[config.mk]
export PLATFORM = sky130hd
export DESIGN_NAME = ifetch_unit
export DESIGN_NICKNAME = d
export VERILOG_FILES = /design/src/rtl/ifetch_unit.sv
export SDC_FILE = /design/constraint.sdc
export NUM_CORES = 1
export LEC_CHECK = 0
export CORE_MARGIN = 5
export CORE_UTILIZATION = 40
export DETAILED_ROUTE_END_ITERATION = 12
export MAX_ROUTING_LAYER = met4
export PLACE_DENSITY = 0.68
export SYNTH_ARGS = -nofsm -noshare
export SYNTH_HDL_FRONTEND = slang
export SYNTH_SLANG_ARGS = --single-unit
[constraint.sdc]
create_clock -name clk -period 5 [get_ports clk]
set_clock_uncertainty 0.2 [all_clocks]
set_input_delay 1.5 -clock clk [delete_from_list [all_inputs] [get_ports clk]]
set_output_delay 1.5 -clock clk [all_outputs]
set_load 0.05 [all_outputs]
[src/rtl/ifetch_unit.sv]
// Instruction fetch stage: owns the PC, fetches one word per instruction over
// a req/rvalid handshake with variable latency, holds the instruction while the
// controller executes it, and commits the next PC from branch/jump controls.
module ifetch_unit #(
  parameter logic [31:0] RESET_PC = 32'h0000_0000
) (
  input  logic        clk,
  input  logic        rst_n,
  // instruction memory
  output logic        imem_req,
  output logic [31:0] imem_addr,
  input  logic        imem_rvalid,
  input  logic [31:0] imem_rdata,
  // to controller
  output logic [31:0] instruction,
  output logic [5:0]  opcode,
  output logic [5:0]  function_opcode,
  output logic        inst_valid,
  // from controller / datapath
  input  logic        branch,
  input  logic        n_branch,
  input  logic        jmp,
  input  logic        jal,
  input  logic        jrn,
  input  logic        zero,
  input  logic [31:0] read_data_1,
  input  logic        stall,
  // PC state
  output logic [31:0] pc,
  output logic [31:0] pc_plus_4,
  output logic [31:0] link_addr,
  output logic [31:0] instr_count
);

  localparam logic [1:0] S_IDLE  = 2'd0;
  localparam logic [1:0] S_FETCH = 2'd1;
  localparam logic [1:0] S_WAIT  = 2'd2;
  localparam logic [1:0] S_EXEC  = 2'd3;

  // Word alignment is a precondition on RESET_PC; clearing the low bits keeps
  // the PC aligned even if a caller gets it wrong.
  localparam logic [31:0] RESET_PC_ALIGNED = {RESET_PC[31:2], 2'b00};

  logic [1:0]  r_state;
  logic [1:0]  w_state_nxt;
  logic [31:0] r_pc;
  logic [31:0] r_instr;
  logic [31:0] r_link;
  logic [31:0] r_count;

  logic        w_in_fetch;
  logic        w_in_wait;
  logic        w_in_exec;
  logic        w_capture;
  logic        w_commit;
  logic [31:0] w_pc_plus_4;
  logic [31:0] w_br_off;
  logic [31:0] w_br_target;
  logic [31:0] w_j_target;
  logic [31:0] w_jr_target;
  logic        w_br_taken;
  logic [31:0] w_next_pc;

  // read_data_1[1:0] is discarded because jr targets are forced word-aligned.
  logic        w_unused_ok;
  assign w_unused_ok = ^read_data_1[1:0];

  assign w_in_fetch = (r_state == S_FETCH);
  assign w_in_wait  = (r_state == S_WAIT);
  assign w_in_exec  = (r_state == S_EXEC);

  // Only the WAIT state accepts read data; a stale response landing in any
  // other state (e.g. left over from before a reset) is dropped.
  assign w_capture  = w_in_wait & imem_rvalid;
  // Controls are only meaningful in the single non-stalled EXEC cycle.
  assign w_commit   = w_in_exec & ~stall;

  // Next-PC candidates; all arithmetic wraps modulo 2^32.
  assign w_pc_plus_4 = r_pc + 32'd4;
  assign w_br_off    = {{14{r_instr[15]}}, r_instr[15:0], 2'b00};
  assign w_br_target = w_pc_plus_4 + w_br_off;
  assign w_j_target  = {w_pc_plus_4[31:28], r_instr[25:0], 2'b00};
  assign w_jr_target = {read_data_1[31:2], 2'b00};
  assign w_br_taken  = (branch & zero) | (n_branch & ~zero);

  // Next-PC select: jr beats j/jal beats conditional branch beats fall-through.
  always_comb begin
    w_next_pc = w_pc_plus_4;
    if (jrn)              w_next_pc = w_jr_target;
    else if (jmp | jal)   w_next_pc = w_j_target;
    else if (w_br_taken)  w_next_pc = w_br_target;
  end

  // FSM next state: IDLE -> FETCH -> WAIT (until rvalid) -> EXEC (until !stall).
  always_comb begin
    w_state_nxt = r_state;
    case (r_state)
      S_IDLE:  w_state_nxt = S_FETCH;
      S_FETCH: w_state_nxt = S_WAIT;
      S_WAIT:  if (imem_rvalid) w_state_nxt = S_EXEC;
      S_EXEC:  if (!stall)      w_state_nxt = S_FETCH;
      default: w_state_nxt = S_IDLE;
    endcase
  end

  // State register.
  always_ff @(posedge clk or negedge rst_n) begin
    if (!rst_n) r_state <= S_IDLE;
    else        r_state <= w_state_nxt;
  end

  // Instruction register: loaded once per fetch, held through EXEC/stall.
  always_ff @(posedge clk or negedge rst_n) begin
    if (!rst_n)         r_instr <= 32'h0;
    else if (w_capture) r_instr <= imem_rdata;
  end

  // Program counter: advances only on commit.
  always_ff @(posedge clk or negedge rst_n) begin
    if (!rst_n)        r_pc <= RESET_PC_ALIGNED;
    else if (w_commit) r_pc <= w_next_pc;
  end

  // Return address for jal, captured on the committing cycle.
  always_ff @(posedge clk or negedge rst_n) begin
    if (!rst_n)              r_link <= 32'h0;
    else if (w_commit & jal) r_link <= w_pc_plus_4;
  end

  // Committed instruction counter (wraps silently).
  always_ff @(posedge clk or negedge rst_n) begin
    if (!rst_n)        r_count <= 32'h0;
    else if (w_commit) r_count <= r_count + 32'd1;
  end

  assign imem_req        = w_in_fetch;
  assign imem_addr       = r_pc;
  assign instruction     = r_instr;
  assign opcode          = r_instr[31:26];
  assign function_opcode = r_instr[5:0];
  assign inst_valid      = w_in_exec;
  assign pc              = r_pc;
  assign pc_plus_4       = w_pc_plus_4;
  assign link_addr       = r_link;
  assign instr_count     = r_count;

endmodule

==> impl_results.md <==
* RSZ-0062 raised after global routing: false
* Clock Sinks at 126
* DRC violations left at 0
* Drt pass-1 iters at 5
* Top cell type's share of synthesized area at 38.51%
* Status: complete, no violations
* CTS root buf: clkbuf_16
* Synthesized flop and latch total at 126
* IO Pins at 280
* CP max FO at 8
* Hold Vio Cnt, Final at 0
* Row count at 52
* Gp weighted congestion at 0.9352
* Min Tclk post-route at 4.817 ns
* Fillers at 1,799
* Max frequency at 207.6 MHz
* Number of synthesized flops with an enable pin at 0
* Later-pin clock latency in the skew report at 0.42 ns
* Initial antenna violation count at 0
* IO Port Bufs at 269
* Largest net degree at the start of global routing at 102
* Netlist cell types at 66
* Slew Limit Fails at 0
* Layout cells sized above 1 at 11.00%
* Final setup fails at 0
* Most frequent cell after synthesis: dfrtp_1
* Relative slew slack at 35.06%
* Die area at 23,430 um^2
* Final nets at 1,240
* Setup Crit Path Kind: reg2out
* Final WL at 26.42 mm
* Clock Tree Buf Depth at 2
* Sequential Area at 3153 um^2
* Routed len/inst at 18.79 um
* Syn-to-layout area delta at 40.14%
* Clock-pin slew on the worst setup and hold paths at 0.06 ns
* Synth top cells by count: dfrtp_1 (126), nand2_1 (100), nor2_1 (63), o21ai_0 (63), a21oi_1 (56)
* Yosys Warn Count at 0
* Syn Area/Cell at 9.138 um^2
* Top area cells in the synthesized netlist: dfrtp_1 (39%), ha_1 (6.4%), mux2_2 (6.1%)
* Vias in the first global route at 7,046
* Setup TNS Final at 0 ns
* Grt total ovfl at 0
* Post-DRT Antenna Nets at 0
* Detailed-route via count at 7,368
* Die boundary width at 153.1 um
* CTS tree: yes
* Cts bufs inserted at 17
* Hold Crit Class: reg2reg
* Sequential area share after synthesis at 38.51%
* Initial DRC count at 492
* Vert. Die Dim at 153.1 um
* Layout Utilization at 56.89%
* GR Util All Layers at 22.46%
* Initial core utilization at 40.60%
* # H-tree levels at 4
* Async set or reset register ratio after synthesis at 100.0%
* Critical Path Source Type: register
* Gate Count Post-Synth at 896
* Final Cycle Share at 96.33%
* CP Data Arrival Time at 3.12 ns
* Worst Max-Slew Pin Slew at 0.9740 ns
* Crit path capture type: primary output
* Inserted Diodes at 0
* CTS Hold Bufs at 0
* First-pass GRT wire length at 40.47 mm
* DPL Wire Length at 20.69 mm
* Crit path required time at 3.30 ns
* Mapped Area at 8188 um^2
* Area of the multi-input gates at 4456 um^2
* Yosys top cell by area: dfrtp_1
* Vias per inst at 5.240
* Top_reg_cell synth: dfrtp_1
* Core Region at 20,170 um^2
* Max_cap viols at 0
## sequential cells by signal, summed over array words and instances (netlist names)
register,cells
instruction,32
link_addr,30
imem_addr,30
r_state,2
instr_count,32
## critical path, stage by stage (launching register included)
cell             delay [ns]
dfrtp_1                0.54
nand4_2                0.22
nor3_4                 0.28
and2_4                 0.23
nand4_1                0.12
xnor2_1                0.41
clkdlybuf4s50_1        0.90
## path summary, 6_finish.rpt
path	from	endpoint	slack [ns]	cells past startpoint
hold / removal	link_addr[10]$_DFFE_PN0P_	link_addr[10]$_DFFE_PN0P_	0.27	2
max in group asynchronous	rst_n	instruction[14]$_DFFE_PN0P_	2.76	2
setup / recovery	imem_addr[8]$_DFFE_PN0P_	pc_plus_4[21]	0.18	6
hold reg to reg	link_addr[10]$_DFFE_PN0P_	link_addr[10]$_DFFE_PN0P_	0.27	2
setup reg to reg	imem_addr[13]$_DFFE_PN0P_	imem_addr[31]$_DFFE_PN0P_	0.37	14
min in group asynchronous	rst_n	instr_count[15]$_DFFE_PN0P_	0.96	1
## cell usage in the layout (no fill, tap or decap), types with 7 or more instances in the layout
| cell | count |
|---|---|
| a211oi_1 | 12 |
| a21o_1 | 12 |
| a21oi_1 | 56 |
| and3_1 | 20 |
| buf_4 | 24 |
| clkbuf_16 | 17 |
| clkdlybuf4s50_1 | 260 |
| conb_1 | 8 |
| dfrtp_1 | 126 |
| ha_1 | 42 |
| inv_1 | 30 |
| mux2_2 | 44 |
| nand2_1 | 99 |
| nand3_1 | 33 |
| nand4_1 | 14 |
| nor2_1 | 62 |
| nor3_1 | 17 |
| o21a_1 | 7 |
| o21ai_0 | 63 |
| xnor2_1 | 49 |
| xor2_1 | 30 |
## routing by layer
metal	routed length (um)	part of all wire [%]	track usage, %
met5	0	0	-
met1	12290	46	30.82
met4	464	1.8	6.237
met3	1598	6.0	3.789
met2	12080	46	34.52
## per-stage QoR
step / hold WS (ns) / setup WS (ns) / instances / instance area, um^2
5_1_grt: 0.2895 / 0.01179 / 1406 / 11470
4_1_cts: 0.2780 / 0.04734 / 1406 / 11470
3_5_place_dp: 0.2690 / 0.4169 / 1374 / 10870
3_3_place_gp: 0.2599 / 0.4269 / 1374 / 10870
6_report: 0.2749 / 0.1834 / 1406 / 11470
2_1_floorplan: 0.3604 / 0.04741 / 903 / 8222
## kinds of logic (layout without fill, tap and decap cells)
| logic type | Yosys count | after routing | share of synthesized area, % |
|---|---|---|---|
| buf+inv | 116 | 349 | 7.610 |
| mux | 49 | 49 | 6.663 |
| compound gates | 201 | 201 | 15.53 |
| xor+xnor | 80 | 80 | 8.557 |
| fa+ha+maj | 43 | 43 | 6.663 |
| flops | 126 | 126 | 38.51 |
| simple gates | 280 | 280 | 16.43 |
| other cells | 1 | 8 | 0.04580 |
## final cells by class
type / count / area share (%)
multi-input cells: 661 / 38.83
flip-flops and latches: 126 / 27.48
repair buffers: 287 / 24.50
clock buffers: 20 / 3.893
well taps: 270 / 2.944
clock inverters: 12 / 1.374
inverters: 30 / 0.9814
## repair_timing
| action | in CTS | in global routing |
|---|---|---|
| setup endpoints to repair | 0 | 1 |
| setup buffers | 0 | 0 |
| resized for setup | 0 | 1 |
Power is left out: the tool's default activity adds up to more than one toggle a clock period on the data nets, which glitch-free logic cannot reach.
